**src/rtl/spi_slave_rx_pkg.sv**
```systemverilog
// spi_slave_rx_pkg: shared types, command encodings and width defaults for the SPI receive slice
package spi_slave_pkg;
  localparam int DEF_FRAME_BITS = 10;
  localparam int DEF_DATA_BITS = 8;
  typedef enum logic [2:0] {IDLE, CHK_CMD, WRITE, READ_ADD, READ_DATA} state_t;
  typedef enum logic [1:0] {P_RX, P_WAIT, P_TX, P_HOLD} phase_t;
  typedef enum logic [1:0] {W_ADD = 2'b00, W_DATA = 2'b01, R_ADD = 2'b10, R_DATA = 2'b11} cmd_t;
endpackage

```
**src/rtl/spi_slave_rx_if.sv**
```systemverilog
// spi_slave_rx_if: SPI pins plus RAM-side frame/read-back bus; frame_err exists only with SPI_SLAVE_FRAME_ERR_EN
interface spi_slave_rx_if
  import spi_slave_pkg::*;
#(
  parameter int FRAME_BITS = DEF_FRAME_BITS,
  parameter int DATA_BITS = DEF_DATA_BITS
);
  logic SS_n, MOSI, MISO, rx_valid, tx_valid;
  logic [FRAME_BITS-1:0] rx_data;
  logic [DATA_BITS-1:0] tx_data;
`ifdef SPI_SLAVE_FRAME_ERR_EN
  logic frame_err;
  modport slave (input SS_n, MOSI, tx_data, tx_valid, output MISO, rx_data, rx_valid, frame_err);
  modport master (output SS_n, MOSI, tx_data, tx_valid, input MISO, rx_data, rx_valid, frame_err);
`else
  modport slave (input SS_n, MOSI, tx_data, tx_valid, output MISO, rx_data, rx_valid);
  modport master (output SS_n, MOSI, tx_data, tx_valid, input MISO, rx_data, rx_valid);
`endif
endinterface

```
**src/rtl/spi_slave_rx_miso_serializer.sv**
```systemverilog
// spi_miso_serializer: loads a read-back byte and shifts it out MSB first, low when not transmitting
module spi_miso_serializer #(
  parameter int DATA_BITS = 8
) (
  input  logic                 clk,
  input  logic                 rst_n,
  input  logic                 load,
  input  logic                 clr,
  input  logic [DATA_BITS-1:0] din,
  output logic                 miso,
  output logic                 last
);
  localparam int CW = $clog2(DATA_BITS);
  logic [DATA_BITS-1:0] sreg;
  logic [CW-1:0] cnt;
  logic active;
  assign last = active && cnt == CW'(DATA_BITS - 1);
  assign miso = active & sreg[DATA_BITS-1];
  always_ff @(posedge clk) begin
    if (!rst_n || clr) begin
      active <= 1'b0;
      sreg <= '0;
      cnt <= '0;
    end else if (load) begin
      active <= 1'b1;
      sreg <= din;
      cnt <= '0;
    end else if (active) begin
      active <= !last;
      sreg <= sreg << 1;
      cnt <= cnt + 1'b1;
    end
  end
endmodule

```
**src/rtl/spi_slave_rx.sv**
```systemverilog
// spi_slave_rx: SPI slave deserialising command frames and serialising RAM read-back on MISO
// Optional SPI_SLAVE_FRAME_ERR_EN adds a frame_err pulse on aborted receive/transmit.
module spi_slave_rx
  import spi_slave_pkg::*;
#(
  parameter int FRAME_BITS = DEF_FRAME_BITS,
  parameter int DATA_BITS = DEF_DATA_BITS
) (
  input logic           clk,
  input logic           rst_n,
  spi_slave_rx_if.slave bus
);
  localparam int CW = $clog2(FRAME_BITS);
  state_t state, state_nx;
  phase_t phase, phase_nx;
  logic [CW-1:0] cnt;
  logic [FRAME_BITS-2:0] shift;
  logic rd_addr_seen, in_rx, rx_last, load, last, tx_done;
  assign in_rx = state inside {WRITE, READ_ADD, READ_DATA};
  assign rx_last = in_rx && phase == P_RX && cnt == CW'(FRAME_BITS - 1);
  assign load = !bus.SS_n && state == READ_DATA && phase == P_WAIT && bus.tx_valid;
  assign tx_done = !bus.SS_n && phase == P_TX && last;
  always_comb begin
    state_nx = state;
    phase_nx = phase;
    if (bus.SS_n) begin
      state_nx = IDLE;
      phase_nx = P_RX;
    end else if (state == IDLE) state_nx = CHK_CMD;
    else if (state == CHK_CMD) begin
      state_nx = !bus.MOSI ? WRITE : rd_addr_seen ? READ_DATA : READ_ADD;
      phase_nx = P_RX;
    end else if (rx_last) phase_nx = (state == READ_DATA) ? P_WAIT : P_HOLD;
    else if (load) phase_nx = P_TX;
    else if (tx_done) phase_nx = P_HOLD;
  end
  // shift runs freely; at the last frame bit it holds exactly the preceding bits
  always_ff @(posedge clk) begin
    if (!rst_n) begin
      state <= IDLE;
      phase <= P_RX;
      cnt <= '0;
      shift <= '0;
      rd_addr_seen <= 1'b0;
      bus.rx_data <= '0;
      bus.rx_valid <= 1'b0;
    end else begin
      state <= state_nx;
      phase <= phase_nx;
      cnt <= (!bus.SS_n && in_rx && phase == P_RX) ? cnt + 1'b1 : '0;
      shift <= {shift[FRAME_BITS-3:0], bus.MOSI};
      bus.rx_valid <= !bus.SS_n && rx_last;
      if (!bus.SS_n && rx_last) bus.rx_data <= {shift, bus.MOSI};
      if (!bus.SS_n && rx_last && state == READ_ADD) rd_addr_seen <= 1'b1;
      else if (tx_done) rd_addr_seen <= 1'b0;
    end
  end
`ifdef SPI_SLAVE_FRAME_ERR_EN
  logic abort;
  assign abort = bus.SS_n && (state == CHK_CMD || (in_rx && (phase == P_RX || phase == P_TX)));
  always_ff @(posedge clk) bus.frame_err <= rst_n && abort;
`endif
  spi_miso_serializer #(.DATA_BITS(DATA_BITS)) u_ser (
    .clk  (clk),
    .rst_n(rst_n),
    .load (load),
    .clr  (bus.SS_n),
    .din  (bus.tx_data),
    .miso (bus.MISO),
    .last (last)
  );
endmodule

```
**src/flat_wrapper.sv**
```systemverilog
// flat-port wrapper written by rule: the top's interface ports become plain ports
module spi_slave_rx_flat import spi_slave_pkg::*;
#(
  parameter int FRAME_BITS = DEF_FRAME_BITS,
  parameter int DATA_BITS = DEF_DATA_BITS
)
  (clk, rst_n, bus_SS_n, bus_MOSI, bus_tx_data, bus_tx_valid, bus_MISO, bus_rx_data, bus_rx_valid);
  spi_slave_rx_if #(.FRAME_BITS(FRAME_BITS), .DATA_BITS(DATA_BITS)) bus_i ();
  input logic clk;
  input logic rst_n;
  input wire logic [$bits(bus_i.SS_n)-1:0] bus_SS_n;
  input wire logic [$bits(bus_i.MOSI)-1:0] bus_MOSI;
  input wire logic [$bits(bus_i.tx_data)-1:0] bus_tx_data;
  input wire logic [$bits(bus_i.tx_valid)-1:0] bus_tx_valid;
  output wire logic [$bits(bus_i.MISO)-1:0] bus_MISO;
  output wire logic [$bits(bus_i.rx_data)-1:0] bus_rx_data;
  output wire logic [$bits(bus_i.rx_valid)-1:0] bus_rx_valid;
  assign bus_i.SS_n = bus_SS_n;
  assign bus_i.MOSI = bus_MOSI;
  assign bus_i.tx_data = bus_tx_data;
  assign bus_i.tx_valid = bus_tx_valid;
  assign bus_MISO = bus_i.MISO;
  assign bus_rx_data = bus_i.rx_data;
  assign bus_rx_valid = bus_i.rx_valid;
  spi_slave_rx #(.FRAME_BITS(FRAME_BITS), .DATA_BITS(DATA_BITS)) u_core (.clk(clk), .rst_n(rst_n), .bus(bus_i));
endmodule
```
**config.mk**
```make
export PLATFORM = sky130hd
export DESIGN_NAME = spi_slave_rx_flat
export DESIGN_NICKNAME = d
export VERILOG_FILES = /design/src/rtl/spi_slave_rx_pkg.sv /design/src/rtl/spi_slave_rx_if.sv /design/src/rtl/spi_slave_rx_miso_serializer.sv /design/src/rtl/spi_slave_rx.sv /design/src/flat_wrapper.sv
export SDC_FILE = /design/constraint.sdc
export NUM_CORES = 1
export LEC_CHECK = 0
export ABC_AREA = 1
export BUFFER_PORTS_ARGS = -buffer_cell sky130_fd_sc_hd__buf_2
export CAP_MARGIN = 20
export CORE_UTILIZATION = 43
export CTS_CLUSTER_DIAMETER = 200
export DETAILED_ROUTE_END_ITERATION = 16
export PLACE_DENSITY = 0.74
export SYNTH_ARGS = -nofsm -noshare
export SYNTH_HDL_FRONTEND = slang
export SYNTH_SLANG_ARGS = --single-unit
```
**constraint.sdc**
```tcl
create_clock -name clk -period 1.95 [get_ports clk]
set_input_delay 0.2925 -clock clk [delete_from_list [all_inputs] [get_ports clk]]
set_output_delay 0.2925 -clock clk [all_outputs]
set_load 0.05 [all_outputs]
```
==> results.json, run 1 <==
{
  "status": "finished, final reports clean",
  "grt_pass1_vias": 1189,
  "syn_nets": 227,
  "die_w_um": 65.1,
  "cp_slowest_cell": "dfxtp_1",
  "post_cts_buffers": 0,
  "reg2reg_slack_ns": 0.42,
  "synth_common_cells": "nand2_1, dfxtp_1, inv_1",
  "num_rows": 22,
  "rsz0062_at_grt": "no",
  "vias": 1300,
  "nets": 253,
  "multiInputGateArea_sq_um": 709,
  "ys_async_sr_fraction_pct": 0,
  "cts_sinks": 42,
  "area_growth_pct": 14.6,
  "fill_cells": 385,
  "cts_tree": "built",
  "clkTransAtPathRegs_ns": 0.08,
  "vdd_drop_max_uv": 535,
  "drtPass1Iterations": 4,
  "vias_per_cell": 4.56,
  "fp.dieH_um": 65.1,
  "synth_edf_count": 0,
  "grt_use_total_pct": 16.0,
  "max_freq_mhz": 652,
  "reg2reg_from": "u_core.cnt[0]",
  "hold_path.class": "in -> reg",
  "hold_depth": 3,
  "grt_antenna_before_repair": 0,
  "hold_end": "u_core.shift[0]",
  "cts_buffer_depth": 2,
  "routedWlPerCell_um": 10.1,
  "syn_inst": 210,
  "clockPowerShare_pct": 42.5,
  "io_pins": 25,
  "end_kind": "flip-flop",
  "grt_overflow": 0,
  "cts_hold_buf": 0,
  "portBuffers": 24,
  "drv_cap": 0,
  "drt_iter0_drc": 32,
  "cts_resized": 0,
  "syn_area_sq_mm": 0.00171,
  "clk_latency_ns": 0.30,
  "synth_ff_type": "dfxtp_1",
  "ys_types": 26,
  "grt_pass1_wl_um": 5060,
  "crit_type": "reg -> reg",
  "timing.setup.tns_ns": 0,
  "fin_crit_sh_pct": 78.6,
  "drc": 0,
  "maxSlewViolCount": 0,
  "htreeDepth": 2,
  "start_util_pct": 45.8,
  "die-area_sq_mm": 0.00424,
  "synth_warnings": 0,
  "regToRegEndpoint": "u_core.bus.rx_data[3]",
  "cp_slowest_stage_delay_ns": 0.38,
  "dp_hpwl_um": 2100,
  "power_density_mw_per_mm2": 809,
  "yosysSeqAreaShare_pct": 49.1,
  "p_comb_share_pct": 3.0,
  "final_core_util_pct": 52.5,
  "post-route-min-period_ns": 1.53,
  "path_cells": "ha_1 -> inv_1 -> nor2_2 -> nand4_2 -> clkinv_2 -> nand2_1 -> a21oi_1",
  "worstHoldStart": "bus_MOSI",
  "synth_area_leaders": "dfxtp_1, nand2_1, a21oi_1",
  "setup_viol": 0,
  "ys_ff_latch": 42,
  "avgSynthCellArea_sq_um": 8.16,
  "cp_max_fo": 12,
  "diodes": 0,
  "critPathArrivalTime_ns": 1.76,
  "startpoint_type": "flip-flop",
  "crit_required_ns": 2.18,
  "drtAntennaViolNets": 0,
  "drt_wl_total_um": 2890,
  "slew_headroom_pct": 75.7,
  "finalClockSkew_ns": 0.00616,
  "swShare_pct": 20.7,
  "grt_max_degree": 18,
  "drive_above_1_share_pct": 21.1,
  "seqPwrFrac_pct": 54.5,
  "tightest_slew_ns": 0.364,
  "p_leak_nw": 0.848,
  "cts_root_buf": "clkbuf_8",
  "seq_area_sq_um": 841,
  "power.net_switching_w": 0.000330,
  "core_area_sq_mm": 0.00374,
  "synth_area_leader_cell": "dfxtp_1",
  "cts_buffers": 5,
  "yosysMostFrequentCell": "nand2_1",
  "synth_top_area_share_pct": 49.1,
  "place_congestion": 0.769,
  "hold_violations": 0,
  "internal-power_w": 0.00126,
  "r2r_cells": 7
}
sequential cells by signal (all words and copies together) (netlist names):
name,flops
u_core.cnt,4
u_core.phase,2
u_core.shift,9
u_core.rd_addr_seen,1
u_core.u_ser.sreg,8
u_core.bus.rx_valid,1
u_core.u_ser.cnt,3
u_core.state,3
u_core.u_ser.active,1
u_core.bus.rx_data,10
through the flow:
| step | instances | hold WS, ns | power, W | setup slack, ns | instance area [sq um] |
|---|---|---|---|---|---|
| floorplan | 210 | 0.386 | 0.000915 | 0.624 | 1710 |
| global placement | 277 | 0.418 | 0.000934 | 0.478 | 1850 |
| detailed placement | 277 | 0.424 | 0.000934 | 0.414 | 1850 |
| CTS | 285 | 0.235 | 0.00161 | 0.371 | 1960 |
| global route | 285 | 0.252 | 0.00165 | 0.228 | 1960 |
| finish | 285 | 0.245 | 0.00159 | 0.417 | 1960 |
power groups by stage:
stage	clock network, W	logic [W]	registers [W]
2_1_floorplan	0	0.0000294	0.000885
3_3_place_gp	0	0.0000475	0.000886
3_5_place_dp	0	0.0000480	0.000886
4_1_cts	0.000691	0.0000481	0.000866
5_1_grt	0.000728	0.0000533	0.000867
6_report	0.000676	0.0000480	0.000866
cell families after synthesis:
group           after synthesis  synth area share, %
simple gates                 87                 22.3
flops                        42                 49.1
xor+xnor                      3                 1.53
fa+ha+maj                     4                 2.92
compound gates               32                 11.1
buf+inv                      36                 9.56
mux                           6                 3.50
critical path: cells and delay by family, from the launching register on:
| family | cells | cell delay [ns] |
|---|---|---|
| AO/OA/AOI/OAI | 1 | 0.13 |
| adder cells (fa/ha/maj) | 1 | 0.16 |
| buffers and inverters | 2 | 0.26 |
| flip-flops | 1 | 0.38 |
| AND/OR/NAND/NOR | 3 | 0.52 |
per-layer routing:
layer | share of wire (%) | GRT usage [%]
met5 | 0 | 0
met2 | 45 | 24.1
met3 | 3.9 | 5.73
met4 | 2.3 | 8.15
met1 | 49 | 20.0
how the worst max path moves through the flow:
stage	startpoint	cells after the start	end
CTS	u_core.cnt[0]	7	u_core.bus.rx_data[3]
global placement	u_core.cnt[0]	7	u_core.bus.rx_data[1]
detailed placement	u_core.cnt[0]	7	u_core.bus.rx_data[7]
global route	u_core.cnt[0]	7	u_core.bus.rx_data[3]
floorplan	u_core.u_ser.active	4	bus_MISO
finish	u_core.cnt[0]	7	u_core.bus.rx_data[3]
layout by cell type, fill, tap and decap left out, types with 4 or more instances in the layout:
| master | Yosys | layout |
|---|---|---|
| nand2_1 | 50 | 50 |
| dfxtp_1 | 42 | 42 |
| inv_1 | 24 | 24 |
| buf_2 | 2 | 24 |
| a21oi_1 | 23 | 23 |
| nor2_1 | 19 | 19 |
| nand3_1 | 9 | 9 |
| mux2i_1 | 6 | 6 |
| o21ai_0 | 5 | 5 |
| clkbuf_8 | 0 | 5 |
| inv_2 | 4 | 4 |
| a211oi_2 | 4 | 4 |
| ha_1 | 4 | 4 |
area by class of cell:
cell class | instances | share of cell area [%]
multi-input cells | 132 | 36.1
clock buffers | 6 | 3.69
repair buffers | 25 | 6.50
clock inverters | 2 | 1.91
flip-flops and latches | 42 | 42.8
well taps | 48 | 3.06
inverters | 30 | 5.92
Note: power is estimated with default switching activity, not from simulation.
==> run 2: changes to the inputs <==
ABC_AREA = 0   (was 1)
clock period = 1.5 ns   (was 1.95 ns; I/O delays follow)
==> run 2 against run 1 <==
  * Synthesized cell count fell by 18%
  * Sequential share of layout area fell by 0.54 points
  * Worst setup slack lost 0.32 ns
  * Cell count fell by 11%
  * Largest power group unchanged
==> results.json, run 2 <==
{
  "status": "finished, final reports clean",
  "final_cell_mix": "dfxtp_1, nand2_1, buf_2",
  "hold_violations": 0,
  "timing.setup.tns_ns": 0,
  "dp_hpwl_um": 2020,
  "vias": 1231,
  "portBuffers": 24,
  "cts_resized": 0,
  "drtPass1Iterations": 4,
  "grt_antenna_before_repair": 0,
  "crit_type": "reg -> out",
  "power.net_switching_w": 0.000407,
  "drtAntennaViolNets": 0,
  "num_rows": 22,
  "synth_area_leaders": "dfxtp_1, mux2i_1, nand2_1",
  "synth_area_leader_cell": "dfxtp_1",
  "power_density_mw_per_mm2": 1020,
  "core_area_sq_mm": 0.00372,
  "grt_max_degree": 21,
  "syn_nets": 190,
  "p_comb_share_pct": 3.2,
  "tightest_slew_ns": 0.371,
  "r2r_cells": 5,
  "cts_sinks": 42,
  "synth_ff_type": "dfxtp_1",
  "grt_use_total_pct": 15.0,
  "synth_edf_count": 0,
  "rsz0062_at_grt": "no",
  "setup_viol": 0,
  "end_kind": "primary output",
  "hold_depth": 3,
  "clk_latency_ns": 0.29,
  "nets": 222,
  "hold_path.class": "in -> reg",
  "slew_headroom_pct": 75.2,
  "grt_overflow": 0,
  "cp_max_fo": 5,
  "vias_per_cell": 4.85,
  "post_cts_buffers": 0,
  "dp.cells": 246,
  "cts_buffer_depth": 2,
  "regToRegEndpoint": "u_core.bus.rx_data[0]",
  "drc": 0,
  "crit_required_ns": 1.27,
  "area_growth_pct": 19.0,
  "synth_common_cells": "dfxtp_1, nand2_1, nor2_1",
  "ys_types": 36,
  "syn_inst": 173,
  "post-route-min-period_ns": 1.40,
  "seqPwrFrac_pct": 55.0,
  "vdd_drop_max_uv": 517,
  "reg_top3": "u_core.bus.rx_data (10), u_core.shift (9), u_core.u_ser.sreg (8)",
  "total_power_w": 0.00204,
  "cts_hold_buf": 0,
  "cts_tree": "built",
  "worstHoldStart": "bus_MOSI",
  "p_leak_nw": 0.841,
  "routedWlPerCell_um": 11.0,
  "grt_pass1_wl_um": 4800,
  "htreeDepth": 2,
  "startpoint_type": "flip-flop",
  "ys_ff_latch": 42,
  "place_congestion": 0.894,
  "cts_buffers": 5,
  "largest-register": "u_core.bus.rx_data",
  "fin_crit_sh_pct": 93.5,
  "cts_root_buf": "clkbuf_8",
  "die-area_sq_mm": 0.00416,
  "critPathArrivalTime_ns": 1.18,
  "hold_end": "u_core.shift[0]",
  "max_freq_mhz": 713,
  "yosysSeqAreaShare_pct": 50.1,
  "dpl-instance-area_sq_mm": 0.00188,
  "reg2reg_slack_ns": 0.12,
  "final_common_cell": "dfxtp_1",
  "drv_cap": 0,
  "maxSlewViolCount": 0,
  "diodes": 0,
  "clockPowerShare_pct": 41.7,
  "ys_async_sr_fraction_pct": 0,
  "io_pins": 25,
  "internal-power_w": 0.00164,
  "reg2reg_from": "u_core.state[2]",
  "synth_warnings": 0,
  "instances_no_fill": 254,
  "yosysMostFrequentCell": "dfxtp_1",
  "finalClockSkew_ns": 0.00574,
  "start_util_pct": 45.2,
  "fp.dieH_um": 64.5,
  "grt_pass1_vias": 1157,
  "drt_wl_total_um": 2790,
  "avgSynthCellArea_sq_um": 9.71,
  "die_w_um": 64.5,
  "largest_reg_flops": 10,
  "synth_top_area_share_pct": 50.1,
  "drt_iter0_drc": 40,
  "final_area_sq_mm": 0.00200,
  "drive_above_1_share_pct": 24.8,
  "clkTransAtPathRegs_ns": 0.08,
  "swShare_pct": 19.9,
  "syn_area_sq_mm": 0.00168
}
[run 2: cell types whose count changed after synthesis, sizes merged, moves of 3 or more]
| cell | delta |
|---|---|
| mux2i | +13 |
| inv | -16 |
| nand2 | -27 |
| nand3 | -8 |
| o21ai | -4 |
| a211oi | +3 |
| a21oi | -15 |
[run 2: per-stage QoR]
stage	hold WS, ns	setup WS (ns)	utilization [%]
2_1_floorplan	0.336	0.0708	-
3_3_place_gp	0.420	0.110	50.6
3_5_place_dp	0.416	0.0534	50.6
4_1_cts	0.190	0.0113	53.5
5_1_grt	0.227	0.0163	53.8
6_report	0.196	0.0979	53.8
[run 2: critical path, cell delays in order (launching register included)]
cell and delay (ns):
dfxtp_1 0.36, buf_4 0.16, and2_1 0.12, buf_2 0.25
[run 2: cell families after synthesis]
family	after synthesis	share of synthesized area, %
and+or+nand+nor	62	17.7
DFF	42	50.1
AOI/OAI and AO/OA	23	10.4
buffers and inverters	20	5.96
muxes	19	11.3
adders and majority gates	4	2.98
xor gates and xnor gates	3	1.57
[run 2: per-layer routing]
| metal | part of all wire, % | track usage, % | vias up |
|---|---|---|---|
| met4 | 1.3 | 5.83 | 0 |
| met5 | 0 | 0 | - |
| li1 | - | - | 642 |
| met2 | 48 | 24.7 | 14 |
| met1 | 47 | 18.2 | 571 |
| met3 | 3.9 | 4.75 | 4 |
[run 2: final cells by class]
class / count / area, sq um
fill: 359 / 1720
multi-input combinational: 111 / 743
tap: 48 / 60.1
sequential: 42 / 845
inverter: 13 / 48.8
clock inverter: 3 / 40.0
timing repair buffer: 32 / 193
clock buffer: 5 / 68.8
[run 2: how the worst max path moves through the flow]
stage	startpoint	endpoint	slack (ns)	cells after the start
floorplan	u_core.u_ser.active	bus_MISO	0.07	3
global placement	u_core.state[2]	u_core.rd_addr_seen	0.11	5
detailed placement	u_core.state[2]	u_core.bus.rx_data[4]	0.05	5
CTS	u_core.state[2]	u_core.bus.rx_data[0]	0.01	5
global route	u_core.state[2]	u_core.bus.rx_data[2]	0.02	5
finish	u_core.u_ser.active	bus_MISO	0.1	3
[run 2: power by group through the flow]
stage	clock network [W]	registers [W]	logic (W)
2_1_floorplan	0	0.00115	0.0000303
3_3_place_gp	0	0.00115	0.0000663
3_5_place_dp	0	0.00115	0.0000660
4_1_cts	0.000876	0.00113	0.0000667
5_1_grt	0.000923	0.00113	0.0000745
6_report	0.000852	0.00112	0.0000662
